==> src/rtl/jtrthunder_gfxarb.sv <==
// jtrthunder_gfxarb: shares the graphics ROM port among scr0, scr1 and obj.
// Round-robin with obj-first in blank, per-port last-word cache, watchdog.
module jtrthunder_gfxarb #(
  parameter int AW  = 18,
  parameter int DW  = 32,
  parameter int TMO = 63
) (
  input  logic            clk,
  input  logic            rst_n,
  input  logic            lhbl,
  input  logic [2:0]      rq_cs,
  input  logic [3*AW-1:0] rq_addr,
  output logic [2:0]      rq_ok,
  output logic [DW-1:0]   rq_data,
  output logic            rom_cs,
  output logic [AW-1:0]   rom_addr,
  input  logic            rom_ok,
  input  logic [DW-1:0]   rom_data,
  output logic            busy,
  output logic            tmo_err
);

  localparam int WW = $clog2(TMO + 1);

  typedef enum logic [1:0] {
    IDLE, GRANT, WAIT, DONE
  } st_t;

  st_t                  st;
  logic [1:0]           gnt;
  logic [1:0]           rr;
  logic [WW-1:0]        wd;
  logic [2:0][AW-1:0]   last_addr;
  logic [2:0][DW-1:0]   last_data;
  logic [2:0]           valid;
  logic [2:0]           rq_ok_q;
  logic [2:0][AW-1:0]   addr;
  logic [2:0]           pend;
  logic                 hit_any;
  logic [1:0]           hit_sel;
  logic [1:0]           g_sel;

  function automatic logic [1:0] wrap3(
    input logic [1:0] a,
    input int         k
  );
    int s;
    s = int'(a) + k;
    return 2'(s % 3);
  endfunction

  assign addr    = rq_addr;
  assign rq_ok   = rq_ok_q;
  assign busy    = (st == GRANT) || (st == WAIT);

  // A requester whose ok is on the wire right now is not pending yet.
  assign pend    = rq_cs & ~rq_ok_q;

  always_comb begin
    hit_any = 1'b0;
    hit_sel = 2'd0;
    g_sel   = rr;
    for (int i = 2; i >= 0; i--) begin
      if (pend[i] && valid[i] && last_addr[i] == addr[i]) begin
        hit_any = 1'b1;
        hit_sel = 2'(i);
      end
    end
    for (int k = 2; k >= 0; k--) begin
      if (pend[wrap3(rr, k)]) g_sel = wrap3(rr, k);
    end
    if (!lhbl && pend[2]) g_sel = 2'd2;
  end

  always_ff @(posedge clk or negedge rst_n) begin
    if (!rst_n) begin
      st        <= IDLE;
      gnt       <= 2'd0;
      rr        <= 2'd0;
      wd        <= '0;
      valid     <= 3'b000;
      last_addr <= '0;
      last_data <= '0;
      rq_ok_q   <= 3'b000;
      rq_data   <= '0;
      rom_cs    <= 1'b0;
      rom_addr  <= '0;
      tmo_err   <= 1'b0;
    end else begin
      rq_ok_q <= 3'b000;
      unique case (st)
        IDLE: begin
          if (hit_any) begin
            rq_ok_q[hit_sel] <= 1'b1;
            rq_data          <= last_data[hit_sel];
          end else if (|pend) begin
            gnt      <= g_sel;
            rom_addr <= addr[g_sel];
            rom_cs   <= 1'b1;
            st       <= GRANT;
          end
        end
        GRANT: begin
          wd <= '0;
          st <= WAIT;
        end
        WAIT: begin
          if (rom_ok) begin
            rom_cs         <= 1'b0;
            valid[gnt]     <= 1'b1;
            last_addr[gnt] <= rom_addr;
            last_data[gnt] <= rom_data;
            rq_ok_q[gnt]   <= 1'b1;
            rq_data        <= rom_data;
            rr             <= wrap3(gnt, 1);
            st             <= DONE;
          end else if (wd == WW'(TMO - 1)) begin
            // give up: release the fetcher with zero data, keep cache as is
            rom_cs       <= 1'b0;
            tmo_err      <= 1'b1;
            rq_ok_q[gnt] <= 1'b1;
            rq_data      <= '0;
            st           <= DONE;
          end else begin
            wd <= wd + 1'b1;
          end
        end
        DONE: st <= IDLE;
        default: st <= IDLE;
      endcase
    end
  end

endmodule
==> config.mk <==
export PLATFORM = sky130hd
export DESIGN_NAME = jtrthunder_gfxarb
export DESIGN_NICKNAME = d
export VERILOG_FILES = /design/src/rtl/jtrthunder_gfxarb.sv
export SDC_FILE = /design/constraint.sdc
export NUM_CORES = 1
export LEC_CHECK = 0
export ABC_AREA = 1
export BUFFER_PORTS_ARGS = -buffer_cell sky130_fd_sc_hd__buf_2
export CORE_ASPECT_RATIO = 0.6
export CORE_UTILIZATION = 45
export CTS_BUF_LIST = sky130_fd_sc_hd__clkbuf_4 sky130_fd_sc_hd__clkbuf_8 sky130_fd_sc_hd__clkbuf_16
export DETAILED_ROUTE_END_ITERATION = 10
export SLEW_MARGIN = 40
export SYNTH_ARGS = -nofsm -noshare
export SYNTH_HDL_FRONTEND = slang
export SYNTH_SLANG_ARGS = --single-unit
==> constraint.sdc <==
create_clock -name clk -period 6.1 [get_ports clk]
set_input_delay 0.61 -clock clk [delete_from_list [all_inputs] [get_ports clk]]
set_output_delay 0.61 -clock clk [all_outputs]
set_load 0.05 [all_outputs]
==> results by group <==
Place
  – Post-DP HPWL: 25.36 mm
  – Post-Place Cell Area: 12,460 um2
  – Global placement routability congestion: 0.9797
  – Count of port buffers added during placement: 148
  – Worst setup timing slack at the placement stage: 2.731 ns
  – Cell count after placement: 2,008

Power and ir drop
  – Combinational group share of total power: 0.468
  – Switching power share of the total: 0.4819
  – Sequential fraction of design power: 0.341
  – Switching power: 3.775 mW
  – Clock network power share: 0.191
  – Tot Pwr: 7.834 mW
  – Total leakage power: 7.205 nW
  – Power per unit of standard cell area: 590.4 nW/um2
  – Cell-internal power: 4.058 mW
  – Peak supply drop: 0.2977 mV

Status
  – Run status: finished clean

Timing
  – Slew HR: 0.4814
  – Hold violation count in the final report: 0
  – Fraction of the cycle the final worst path needs: 0.5421
  – Post-route setup slack: 2.793 ns
  – Maximum clock rate: 0.3024 GHz
  – Unrepaired setup endpoints after global routing: false
  – Worst hold-check slack: 0.4258 ns
  – Final setup vio count: 0
  – Aggregate negative setup slack: 0 ns
  – Worst-Margin Slew: 0.7767 ns
  – Total count of max-transition violations in the final report: 0
  – Skew final: 0.01731 ns
  – Final Critical Period: 3.307 ns

Die
  – Height of the chip: 125.4 um
  – Area of the core: 24,550 um2
  – Starting density of the core: 0.4653
  – Number of top-level pins: 149
  – Die Area: 26,050 um2
  – Die Width: 207.7 um
  – Row cnt: 44

Critical path
  – Crit-path leading delay family: buffers and inverters
  – Worst EP arrival: 3.67 ns
  – Critical path's most frequent cell: sky130_fd_sc_hd__nand2_1
  – Critical Path Slowest Stage Cell: sky130_fd_sc_hd__clkinv_2
  – Levels on crit path: 8
  – Crit-path max cell delay: 0.78 ns
  – Worst r2r dst: last_data[81]$_DFFE_PN0P_
  – Required time of the critical path: 6.46 ns
  – Bufs and invs on worst path: 3
  – Reg-to-reg setup timing slack: 2.79 ns
  – Cell chain of the critical path: inv_1 -> ha_1 -> buf_4 -> nand2_1 -> nor2_4 -> clkinv_2 -> nand2_1 -> o21ai_0
  – Sort of element at the end of the critical path: register
  – Beginning of the worst register-to-register path: st[0]$_DFFE_PN0P_
  – Maximum fanout along the worst path: 38
  – Startpoint-to-endpoint class of the critical path: reg -> reg
  – R2R depth: 8
  – Startpoint type of the worst setup path: register

Route
  – Detailed Route WL: 36.97 mm
  – DRT antenna net count: 0
  – Avg WL per Cell: 18.06 um
  – 1st-iter DRT viols: 1,125
  – TritonRoute pass-1 iters: 7
  – Via density per instance: 5.242
  – Post-route DRC violation count: 0
  – Count of vias placed by the detailed router: 10,731

Synth
  – Most frequently used flop master after synthesis: sky130_fd_sc_hd__dfrtp_1
  – Unique masters post-synth: 33
  – Post-synth top area cell: sky130_fd_sc_hd__dfrtp_1
  – Synth Instances: 1,590
  – Post-synthesis net count: 1,693
  – EDFF count, synth: 0
  – Netlist Area Pre-Place: 11,430 um2
  – Share of the synthesized area in the top cell type: 0.4818
  – Synth Area per Inst: 7.186 um2
  – Cells taking the most area after synthesis: sky130_fd_sc_hd__dfrtp_1 48%, sky130_fd_sc_hd__nand2_1 17%, sky130_fd_sc_hd__o21ai_0 7.2%, sky130_fd_sc_hd__nand3_1 6.0%, sky130_fd_sc_hd__inv_1 5.6%
  – FFs w/ async S/R, synth: 1.000
  – Most used standard cell by instance count after synthesis: sky130_fd_sc_hd__nand2_1
  – Total of warnings raised by yosys: 0
  – Yosys reg bits: 220
  – Commonest cells post-synth: 529 x sky130_fd_sc_hd__nand2_1, 220 x sky130_fd_sc_hd__dfrtp_1, 170 x sky130_fd_sc_hd__inv_1
  – Sequential share of the synthesized area: 0.4818

Clock tree
  – # H-tree levels: 1
  – Reg clk slew, reported paths: 0.06 ns
  – Longest Clk Path Bufs: 3
  – Post-CTS resize count: 0
  – Worst-Skew Late Latency: 0.52 ns
  – Number of sinks handled by clock tree synthesis: 220
  – Root buffer cell: sky130_fd_sc_hd__clkbuf_16
  – Number of buffers inserted during clock tree synthesis: 22
  – TritonCTS clock tree: done

Hold path
  – Cells on Worst Hold Path: 3
  – Endpoint of the worst hold-timing path: last_data[80]$_DFFE_PN0P_
  – Hold path startpoint: rom_data[16]
  – Worst min-delay path class: in -> reg

Final layout
  – Final net count: 1,814
  – Post-route design area: 13,270 um2
  – Synth-to-layout area growth: 16.13%
  – Proportion of layout cells with a drive suffix above 1: 0.1299
  – Final design utilization: 0.5404
  – Fillcell total: 2,387
  – Number of cells in the finished layout apart from fillers: 2,047

Global routing
  – Total GRT Usage: 0.2862
  – Pin count of the biggest net entering global routing: 63
  – Vias in the first global route: 9,969
  – Antenna violations before repair: 1
  – Global-route wire length before repair: 58.07 mm
  – Global-route congestion overflow total: 0

Job
  – Max-capacitance violation count: 0
[power by group through the flow]
| stage | Combinational, mW | Sequential, mW | Clock, mW |
|---|---|---|---|
| global placement | 3.56 | 2.65 | 0 |
| floorplan | 2.02 | 3.09 | 0 |
| finish | 3.67 | 2.67 | 1.50 |
| detailed placement | 3.61 | 2.65 | 0 |
| global route | 4.06 | 2.74 | 1.57 |
| CTS | 3.63 | 2.64 | 1.52 |
[layout make-up]
class	count	area, um2	area share
Clock inverter	7	135.1	0.01018
Tap cell	322	402.9	0.03036
Antenna cell	1	2.502	0.0001886
Sequential cell	220	5505	0.4149
Timing Repair Buffer	168	947.2	0.07138
Clock buffer	30	653.1	0.04922
Multi-Input combinational cell	1125	4969	0.3744
Inverter	174	654.4	0.04932
[what timing repair did]
item | CTS | global route
hold buffers | 1 | 0
setup buffers | 0 | 0
endpoints found under the hold margin | 25 | 0
[sequential cells by signal (all words and copies together) (netlist names), 3 cells and up]
signal	flops
last_data	96
last_addr	54
rq_data	32
rom_addr	18
wd	6
rq_ok	3
valid	3
[placed cells by master (no fill, tap or decap), types with 2 or more instances in the layout]
cell type | netlist | layout
sky130_fd_sc_hd__xnor2_1 | 8 | 8
sky130_fd_sc_hd__bufinv_16 | 0 | 4
sky130_fd_sc_hd__inv_1 | 170 | 168
sky130_fd_sc_hd__nand3_1 | 137 | 136
sky130_fd_sc_hd__nand3_2 | 2 | 2
sky130_fd_sc_hd__nor2_2 | 4 | 4
sky130_fd_sc_hd__clkbuf_16 | 0 | 23
sky130_fd_sc_hd__inv_2 | 3 | 4
sky130_fd_sc_hd__buf_4 | 4 | 16
sky130_fd_sc_hd__dfrtp_1 | 220 | 220
sky130_fd_sc_hd__nor2_1 | 169 | 167
sky130_fd_sc_hd__clkbuf_4 | 0 | 3
sky130_fd_sc_hd__o32ai_1 | 3 | 3
sky130_fd_sc_hd__clkinv_2 | 0 | 4
sky130_fd_sc_hd__ha_1 | 10 | 10
sky130_fd_sc_hd__buf_16 | 0 | 2
sky130_fd_sc_hd__nor3_1 | 4 | 4
sky130_fd_sc_hd__o21ai_0 | 165 | 165
sky130_fd_sc_hd__a21oi_1 | 70 | 70
sky130_fd_sc_hd__nand2_1 | 529 | 529
sky130_fd_sc_hd__nor2_4 | 0 | 2
sky130_fd_sc_hd__clkbuf_8 | 0 | 4
sky130_fd_sc_hd__nand2_2 | 3 | 3
sky130_fd_sc_hd__buf_2 | 18 | 147
sky130_fd_sc_hd__xor2_1 | 3 | 3
sky130_fd_sc_hd__o22ai_1 | 3 | 3
sky130_fd_sc_hd__nand4_1 | 6 | 6
[worst max-delay path by stage]
stage | from | slack, ns | endpoint
after floorplan | rq_ok[2]$_DFF_PN0_ | 4.11 | rom_addr[3]$_DFFE_PN0P_
after global placement | rq_addr[13] | 2.60 | rq_data[29]$_DFFE_PN0P_
after detailed placement | rq_cs[2] | 2.73 | rom_addr[0]$_DFFE_PN0P_
after CTS | rr[1]$_DFFE_PN0P_ | 2.98 | rom_addr[0]$_DFFE_PN0P_
after global routing | st[0]$_DFFE_PN0P_ | 2.53 | last_data[87]$_DFFE_PN0P_
final | st[0]$_DFFE_PN0P_ | 2.79 | last_data[81]$_DFFE_PN0P_
[metal layers]
| layer | vias to the layer above | part of all wire | GRT usage |
|---|---|---|---|
| met1 | 5031 | 0.52 | 0.4723 |
| met4 | 0 | 0.010 | 0.04575 |
| met5 | - | 0 | 0 |
| met3 | 32 | 0.093 | 0.06682 |
| met2 | 422 | 0.38 | 0.3735 |
| li1 | 5246 | - | - |
[cell families (layout without fill, tap and decap cells)]
| group | Yosys count | in the layout | synth area share |
|---|---|---|---|
| and+or+nand+nor | 858 | 858 | 0.3029 |
| AOI/OAI and AO/OA | 246 | 246 | 0.1102 |
| buffers and inverters | 245 | 379 | 0.08574 |
| DFF | 220 | 220 | 0.4818 |
| xor gates and xnor gates | 11 | 11 | 0.008433 |
| adders and majority gates | 10 | 10 | 0.01095 |
| other | 0 | 1 | 0 |
[worst min-delay path, stage by stage]
cell	delay, ns
sky130_fd_sc_hd__buf_2	0.10
sky130_fd_sc_hd__nand2_1	0.10
sky130_fd_sc_hd__o21ai_0	0.08
Note: power is estimated with default switching activity, not from simulation.
